[config.mk]
export PLATFORM = sky130hd
export DESIGN_NAME = sprite_line_scheduler
export DESIGN_NICKNAME = d
export VERILOG_FILES = /design/src/rtl/sprite_line_scheduler.sv
export SDC_FILE = /design/constraint.sdc
export NUM_CORES = 1
export LEC_CHECK = 0
export BUFFER_PORTS_ARGS = -buffer_cell sky130_fd_sc_hd__buf_2
export CAP_MARGIN = 30
export CORE_AREA = 4 4 312 191
export DETAILED_ROUTE_END_ITERATION = 8
export DIE_AREA = 0 0 316 195
export GPL_ROUTABILITY_DRIVEN = 0
export HOLD_SLACK_MARGIN = 0.08
export PLACE_DENSITY = 0.77
export SYNTH_ARGS = -nofsm -noshare
export SYNTH_HDL_FRONTEND = slang
export SYNTH_SLANG_ARGS = --single-unit
[constraint.sdc]
create_clock -name clk -period 31.5 [get_ports clk]
set_clock_uncertainty 0.05 [all_clocks]
set_input_delay 6.3 -clock clk [delete_from_list [all_inputs] [get_ports clk]]
set_output_delay 6.3 -clock clk [all_outputs]
set_load 0.03 [all_outputs]
[src/rtl/sprite_line_scheduler.sv]
// Per-scanline sprite scheduler: scans the attribute table during hblank,
// fetches pattern rows for up to SLOTS visible sprites, commits at line start.
module sprite_line_scheduler #(
    parameter int NSPR  = 32,
    parameter int SLOTS = 8,
    localparam int AW   = $clog2(NSPR)
) (
    input  logic                  clk,
    input  logic                  rst,
    input  logic                  hblank_start,
    input  logic                  line_start,
    input  logic                  vsync,
    input  logic [8:0]            next_line,
    output logic [AW-1:0]         attr_addr,
    input  logic [31:0]           attr_data,
    output logic [10:0]           pat_addr,
    input  logic [31:0]           pat_data,
    output logic [SLOTS-1:0]      slot_valid,
    output logic [9*SLOTS-1:0]    slot_posX,
    output logic [4*SLOTS-1:0]    slot_sclX,
    output logic [SLOTS-1:0]      slot_swpX,
    output logic [32*SLOTS-1:0]   slot_colors,
    output logic                  busy,
    output logic                  overflow,
    output logic                  late
);

    localparam int CW = $clog2(SLOTS + 1);

    typedef enum logic [2:0] {IDLE, ATTR, EVAL, PAT, STORE, DONE} state_t;

    state_t state_q, state_d;

    logic [AW-1:0]        idx_q;
    logic [CW-1:0]        cnt_q;
    logic [8:0]           line_q;
    logic [AW-1:0]        attr_addr_q;
    logic [10:0]          pat_addr_q;
    logic [8:0]           lpos_q;
    logic [3:0]           lscl_q;
    logic                 lswp_q;
    logic [6:0]           lpat_q;
    logic [3:0]           row4_q;
    logic                 ovf_q;
    logic                 late_q;

    logic [SLOTS-1:0]     sh_v_q,   act_v_q;
    logic [9*SLOTS-1:0]   sh_px_q,  act_px_q;
    logic [4*SLOTS-1:0]   sh_sc_q,  act_sc_q;
    logic [SLOTS-1:0]     sh_sw_q,  act_sw_q;
    logic [32*SLOTS-1:0]  sh_col_q, act_col_q;

    logic [8:0]  row9;
    logic [3:0]  row4;
    logic        hit, room, last, busy_w, start;
    logic        latch, store, idx_inc, ovf_set, late_set;

    assign row9   = line_q - attr_data[17:9];
    assign row4   = attr_data[19] ? ~row9[3:0] : row9[3:0];
    assign hit    = attr_data[20] && (row9[8:4] == 5'd0);
    assign room   = cnt_q < CW'(SLOTS);
    assign last   = idx_q == AW'(NSPR - 1);
    assign busy_w = (state_q == ATTR) || (state_q == EVAL) ||
                    (state_q == PAT)  || (state_q == STORE);
    // A coincident line_start frees the FSM, so hblank_start is accepted too.
    assign start    = hblank_start && (line_start || !busy_w);
    assign late_set = line_start && busy_w;

    assign attr_addr = (state_q == ATTR) ? idx_q : attr_addr_q;
    assign pat_addr  = (state_q == PAT) ? {lpat_q, row4_q} : pat_addr_q;

    assign slot_valid  = act_v_q;
    assign slot_posX   = act_px_q;
    assign slot_sclX   = act_sc_q;
    assign slot_swpX   = act_sw_q;
    assign slot_colors = act_col_q;
    assign busy        = busy_w;
    assign overflow    = ovf_q;
    assign late        = late_q;

    // Scan sequencing; line_start aborts the scan, a new hblank restarts it.
    always_comb begin
        state_d = state_q;
        latch   = 1'b0;
        store   = 1'b0;
        idx_inc = 1'b0;
        ovf_set = 1'b0;
        unique case (state_q)
            IDLE, DONE: state_d = state_q;
            ATTR:       state_d = EVAL;
            EVAL: begin
                if (hit && room) begin
                    latch   = 1'b1;
                    state_d = PAT;
                end else if (hit) begin
                    ovf_set = 1'b1;
                    state_d = DONE;
                end else if (last) begin
                    state_d = DONE;
                end else begin
                    idx_inc = 1'b1;
                    state_d = ATTR;
                end
            end
            PAT:        state_d = STORE;
            STORE: begin
                store = 1'b1;
                if (last) begin
                    state_d = DONE;
                end else begin
                    idx_inc = 1'b1;
                    state_d = ATTR;
                end
            end
            default:    state_d = IDLE;
        endcase
        if (line_start) begin
            state_d = IDLE;
            latch   = 1'b0;
            store   = 1'b0;
            idx_inc = 1'b0;
            ovf_set = 1'b0;
        end
        if (start) begin
            state_d = ATTR;
        end
    end

    // State, scan counters, fetch latches, shadow and active slot registers.
    always_ff @(posedge clk or posedge rst) begin
        if (rst) begin
            state_q     <= IDLE;
            idx_q       <= '0;
            cnt_q       <= '0;
            line_q      <= '0;
            attr_addr_q <= '0;
            pat_addr_q  <= '0;
            lpos_q      <= '0;
            lscl_q      <= '0;
            lswp_q      <= 1'b0;
            lpat_q      <= '0;
            row4_q      <= '0;
            ovf_q       <= 1'b0;
            late_q      <= 1'b0;
            sh_v_q      <= '0;
            sh_px_q     <= '0;
            sh_sc_q     <= '0;
            sh_sw_q     <= '0;
            sh_col_q    <= '0;
            act_v_q     <= '0;
            act_px_q    <= '0;
            act_sc_q    <= '0;
            act_sw_q    <= '0;
            act_col_q   <= '0;
        end else begin
            state_q <= state_d;
            ovf_q   <= (ovf_q & ~vsync) | ovf_set;
            late_q  <= (late_q & ~vsync) | late_set;
            if (state_q == ATTR) begin
                attr_addr_q <= idx_q;
            end
            if (state_q == PAT) begin
                pat_addr_q <= {lpat_q, row4_q};
            end
            if (latch) begin
                lpos_q <= attr_data[8:0];
                lscl_q <= attr_data[31:28];
                lswp_q <= attr_data[18];
                lpat_q <= attr_data[27:21];
                row4_q <= row4;
            end
            if (line_start) begin
                act_v_q   <= sh_v_q;
                act_px_q  <= sh_px_q;
                act_sc_q  <= sh_sc_q;
                act_sw_q  <= sh_sw_q;
                act_col_q <= sh_col_q;
            end
            if (start) begin
                line_q <= next_line;
                idx_q  <= '0;
                cnt_q  <= '0;
                sh_v_q <= '0;
            end else begin
                if (idx_inc) begin
                    idx_q <= idx_q + AW'(1);
                end
                if (store) begin
                    cnt_q <= cnt_q + CW'(1);
                end
                for (int k = 0; k < SLOTS; k++) begin
                    if (store && (cnt_q == CW'(k))) begin
                        sh_v_q[k]            <= 1'b1;
                        sh_px_q[9*k +: 9]    <= lpos_q;
                        sh_sc_q[4*k +: 4]    <= lscl_q;
                        sh_sw_q[k]           <= lswp_q;
                        sh_col_q[32*k +: 32] <= pat_data;
                    end
                end
            end
        end
    end

endmodule

; After elaboration in Yosys (flattened, before gate mapping)
; Cells that the tools add are included.
[word_totals]
inputBits = 78
elab_cells = 158
output_inout_bits = 395
reg_bits = 816
[op_classes]
add_sub_neg = 3
reduce_logical = 39
muxes = 36
n_eq_ne = 14
order_cmp = 1
bitwise = 7
[op_table]
columns = cell, n
row1 = 1-bit 2-to-1 mux, 21
row2 = 2-bit nonzero test, 10
row3 = 4-bit by 3-bit == test with 1-bit output (second input constant), 4
row4 = 2-bit AND reduction, 8
row5 = 3-bit 2-to-1 mux, 5
row6 = 5-bit 2-to-1 mux, 3
row7 = 3-bit case mux with 5 select lines, 1
row8 = 1-bit logical AND, 12
row9 = 4-bit 2-to-1 mux, 3
row10 = 11-bit 2-to-1 mux, 1
row11 = 9-bit subtractor, 1
row12 = 4-bit by 2-bit == test with 1-bit output (second input constant), 2
row13 = 8-bit 2-to-1 mux, 1
row14 = 3-bit by 2-bit == test with 1-bit output (second input constant), 2
row15 = 3-bit == test (second input constant), 2
row16 = 5-bit by 1-bit adder with 5-bit output (second input constant), 1
row17 = 5-bit == test (second input constant), 1
row18 = 5-bit logical NOT, 1
row19 = 4-bit by 1-bit adder with 4-bit output (second input constant), 1
row20 = 4-bit by 1-bit == test with 1-bit output (second input constant), 1
row21 = 4-bit logical NOT, 1
row22 = 1-bit logical OR, 4
row23 = 4-bit less-than comparator (second input constant), 1
row24 = 4-bit inverter, 1
row25 = other kinds (9), 12

; Longest topological paths before layout
[depth]
depth_word = 9
ltp_mapped = 11
mapped_depth_nobuf = 10

; Worst setup path before layout
; OpenSTA, ideal clock, no wires.
[synth_timing]
kind = input to register
start = in attr_data[9]
end = reg lpat_q[0]
arrival_time_ps = 8354
slack_ps = 22971
setup_ps = 125
t_required_ps = 31325
stages = 10
cell_sequence = ha_1 fa_1 nor2b_1 a21boi_0 xnor2_1 nand4_1 nor3_4 nand3b_4 buf_6 mux2_4
[synth_via]
elab_chain_len = 7
[synth_lines]
columns = item, line_no
row1 = from (decl), 15  ; input logic [31:0] attr_data,
row2 = 9-bit subtractor, 58  ; assign row9 = line_q - attr_data[17:9];
row3 = 5-bit logical NOT, 60  ; assign hit = attr_data[20] && (row9[8:4] == 5'd0);
row4 = 1-bit logical AND, 60
row5 = 1-bit logical AND, 92  ; if (hit && room) begin
row6 = 1-bit 2-to-1 mux, 92
row7 = 1-bit 2-to-1 mux, 88  ; unique case (state_q)
row8 = 1-bit 2-to-1 mux, 117  ; if (line_start) begin
row9 = to (signal assigned), 169  ; lpat_q <= attr_data[27:21];
row10 = to (decl), 42  ; logic [6:0] lpat_q;
; Every way passes these cells.
; A chain may end at the register's enable or synchronous reset.

==> impl_metrics.tcl <==
set metrics [dict create \
    cap_violations 0 \
    hold_end "sh_v_q[6]" \
    placed_cell_area_um2 34100 \
    synth_seq_cells 816 \
    synth_ff_type "dfrtp_1" \
    whs_path_depth 2 \
    status "completed" \
    fmax_mhz 106 \
    hpwl_mm 46.0 \
    row_count 68 \
    cts_tree "yes" \
    rr_startpoint "line_q[0]" \
    critPathKind "primary input to asynchronous set/reset pin" \
    first_pass_iters 5 \
    cts_root_buffer "clkbuf_16" \
    grt_remaining_overflow 0 \
    path_clk_slew_ps 70 \
    critPathLaunchType "primary input" \
    antenna_found_initial 2 \
    grt_pass1_wl_mm 111 \
    die_area_um2 61600 \
    p_leak_nw 20.5 \
    peakVddDrop_mv 0.0391 \
    cp_data_required_time_ps 32220 \
    cts_resized 0 \
    ff2ff_path_depth 10 \
    reg2reg_slack_ps 28200 \
    hold_buffers 0 \
    grt_max_degree 192 \
    htreeDepth 3 \
    crit_fanout 130 \
    final_common_cell "dfrtp_1" \
    hold_violations 0 \
    hp-start "sh_v_q[6]" \
    routed_wl_mm 71.2 \
    die_h_um 195 \
    fin_area_um2 36600 \
    finalNonFillerCells 3167 \
    syn_to_final_growth_pct 18.5 \
    vias 17300 \
    detail_route.vias_per_cell 5.47 \
    finalNetCount 2435 \
    period_share_pct 30.0 \
    holdCritPathClass "flop to flop" \
    synthCells 1865 \
    final_cell_mix "dfrtp_1, mux2_2, buf_2, clkbuf_16, nand2_1" \
    post_cts_buffers 0 \
    cts_buffers 73 \
    start_util_pct 54.3 \
    syn_area_per_cell_um2 16.6 \
    top_level_ports 473 \
    netlist_area_um2 30900 \
    clock_latency_ps 610 \
    core_um2 56900 \
    rsz0062_at_grt "no" \
    die_w_um 316 \
    synthArstFlopShare_pct 100 \
    worst_slew_pin_slew_ps 1020 \
    wl_per_cell_um 22.5 \
    worstSetupEndpointType "asynchronous set/reset pin" \
    track_usage_pct 23.2 \
    ys_seq_area_share_pct 66.0 \
    drtIter0Drc 1008 \
    final_util_pct 64.4 \
    grt_pass1_vias 18500 \
    cts_num_sinks 816 \
    synth_nets 1959 \
    fin_ws_ps 22060 \
    clk_path_buf_depth 3 \
    synth_edf_count 0 \
    power_density_nw_per_um2 59.0 \
    dp_cells 3031 \
    place_ws_ps 20930 \
    slew-limit-headroom_pct 32.1 \
    synth_cell_types 40 \
    arrival_ps 10160 \
    rr_endpoint "lpos_q[2]" \
    min_period_ps 9440 \
    yosysWarnings 0 \
    setup_viol 0 \
    ant_nets 0 \
    drc 0 \
    slew_viol_final 0 \
    drive_above_1_share_pct 59.0 \
    tns_ps 0 \
    io_buffers 472 \
]
sequential cells by signal, indices dropped and copies added, names as in the netlist, 8 cells and up:
signal       count
sh_col_q       256
slot_colors    256
sh_px_q         72
slot_posX       72
sh_sc_q         32
slot_sclX       32
pat_addr_q      11
line_q           9
lpos_q           9
sh_sw_q          8
sh_v_q           8
slot_swpX        8
slot_valid       8
power breakdown:
part | internal (mW) | switching [mW]
combinational | 0.0598 | 0.101
clock | 0.511 | 0.387
sequential | 1.08 | 0.0236
cell usage after synthesis (all sizes together), types with 4 or more instances:
master  number  share of area [%]
a21boi       5               0.12
a21oi        9               0.15
and2         5               0.10
buf         36               0.62
clkbuf      56               0.68
dfrtp      816                 66
ha          15               0.61
inv         23               0.28
mux2       794                 29
mux2i        7               0.23
nand2       34               0.41
nand2b       5               0.10
nor2         4              0.049
nor2b        5               0.10
nor3         5               0.13
o21ai        7               0.11
xnor2        9               0.25
area by class of cell:
cell class | instances | area [um^2]
multi-input combinational | 934 | 10100
inverter | 23 | 93.8
clock inverter | 23 | 297
antenna | 1 | 2.50
tap | 770 | 963
fill | 4007 | 20300
clock buffer | 107 | 2120
timing repair buffer | 493 | 2680
sequential | 816 | 20400
per-stage QoR:
stage / power (mW) / hold slack [ps]
final: 2.16 / 426
after global placement: 1.28 / 403
after CTS: 2.18 / 424
after global routing: 2.24 / 456
after floorplan: 1.23 / 391
after detailed placement: 1.28 / 408
worst max-delay path by stage:
stage | startpoint | endpoint | slack (ps) | cells after the start
finish | rst | slot_colors[107] | 22060 | 8
CTS | rst | sh_col_q[202] | 21580 | 7
detailed placement | rst | sh_col_q[202] | 20930 | 7
global placement | rst | sh_col_q[202] | 20760 | 6
floorplan | rst | attr_addr_q[0] | 2230 | 1
global route | rst | sh_col_q[201] | 21520 | 8
critical path, cell delays in order:
cell and delay [ps]:
buf_2 130, inv_8 600, buf_4 760, buf_4 770
buf_4 280, buf_16 310, buf_4 420, buf_16 340
cell families after synthesis:
kind of cell | after synthesis | share of synthesized area (%)
adders and majority gates | 16 | 0.672
DFF | 816 | 66.0
and+or+nand+nor | 73 | 1.31
buffers and inverters | 115 | 1.58
xor gates and xnor gates | 12 | 0.340
AOI/OAI and AO/OA | 32 | 0.668
muxes | 801 | 29.4
per-layer routing:
metal | up-vias | global-route usage, % | share of wire [%]
met4 | 2 | 6.09 | 2.4
met2 | 361 | 36.3 | 47
met1 | 9291 | 33.2 | 46
li1 | 7552 | - | -
met5 | - | 0 | 0.018
met3 | 110 | 5.23 | 5.2
Note: power is estimated with default switching activity, not from simulation.
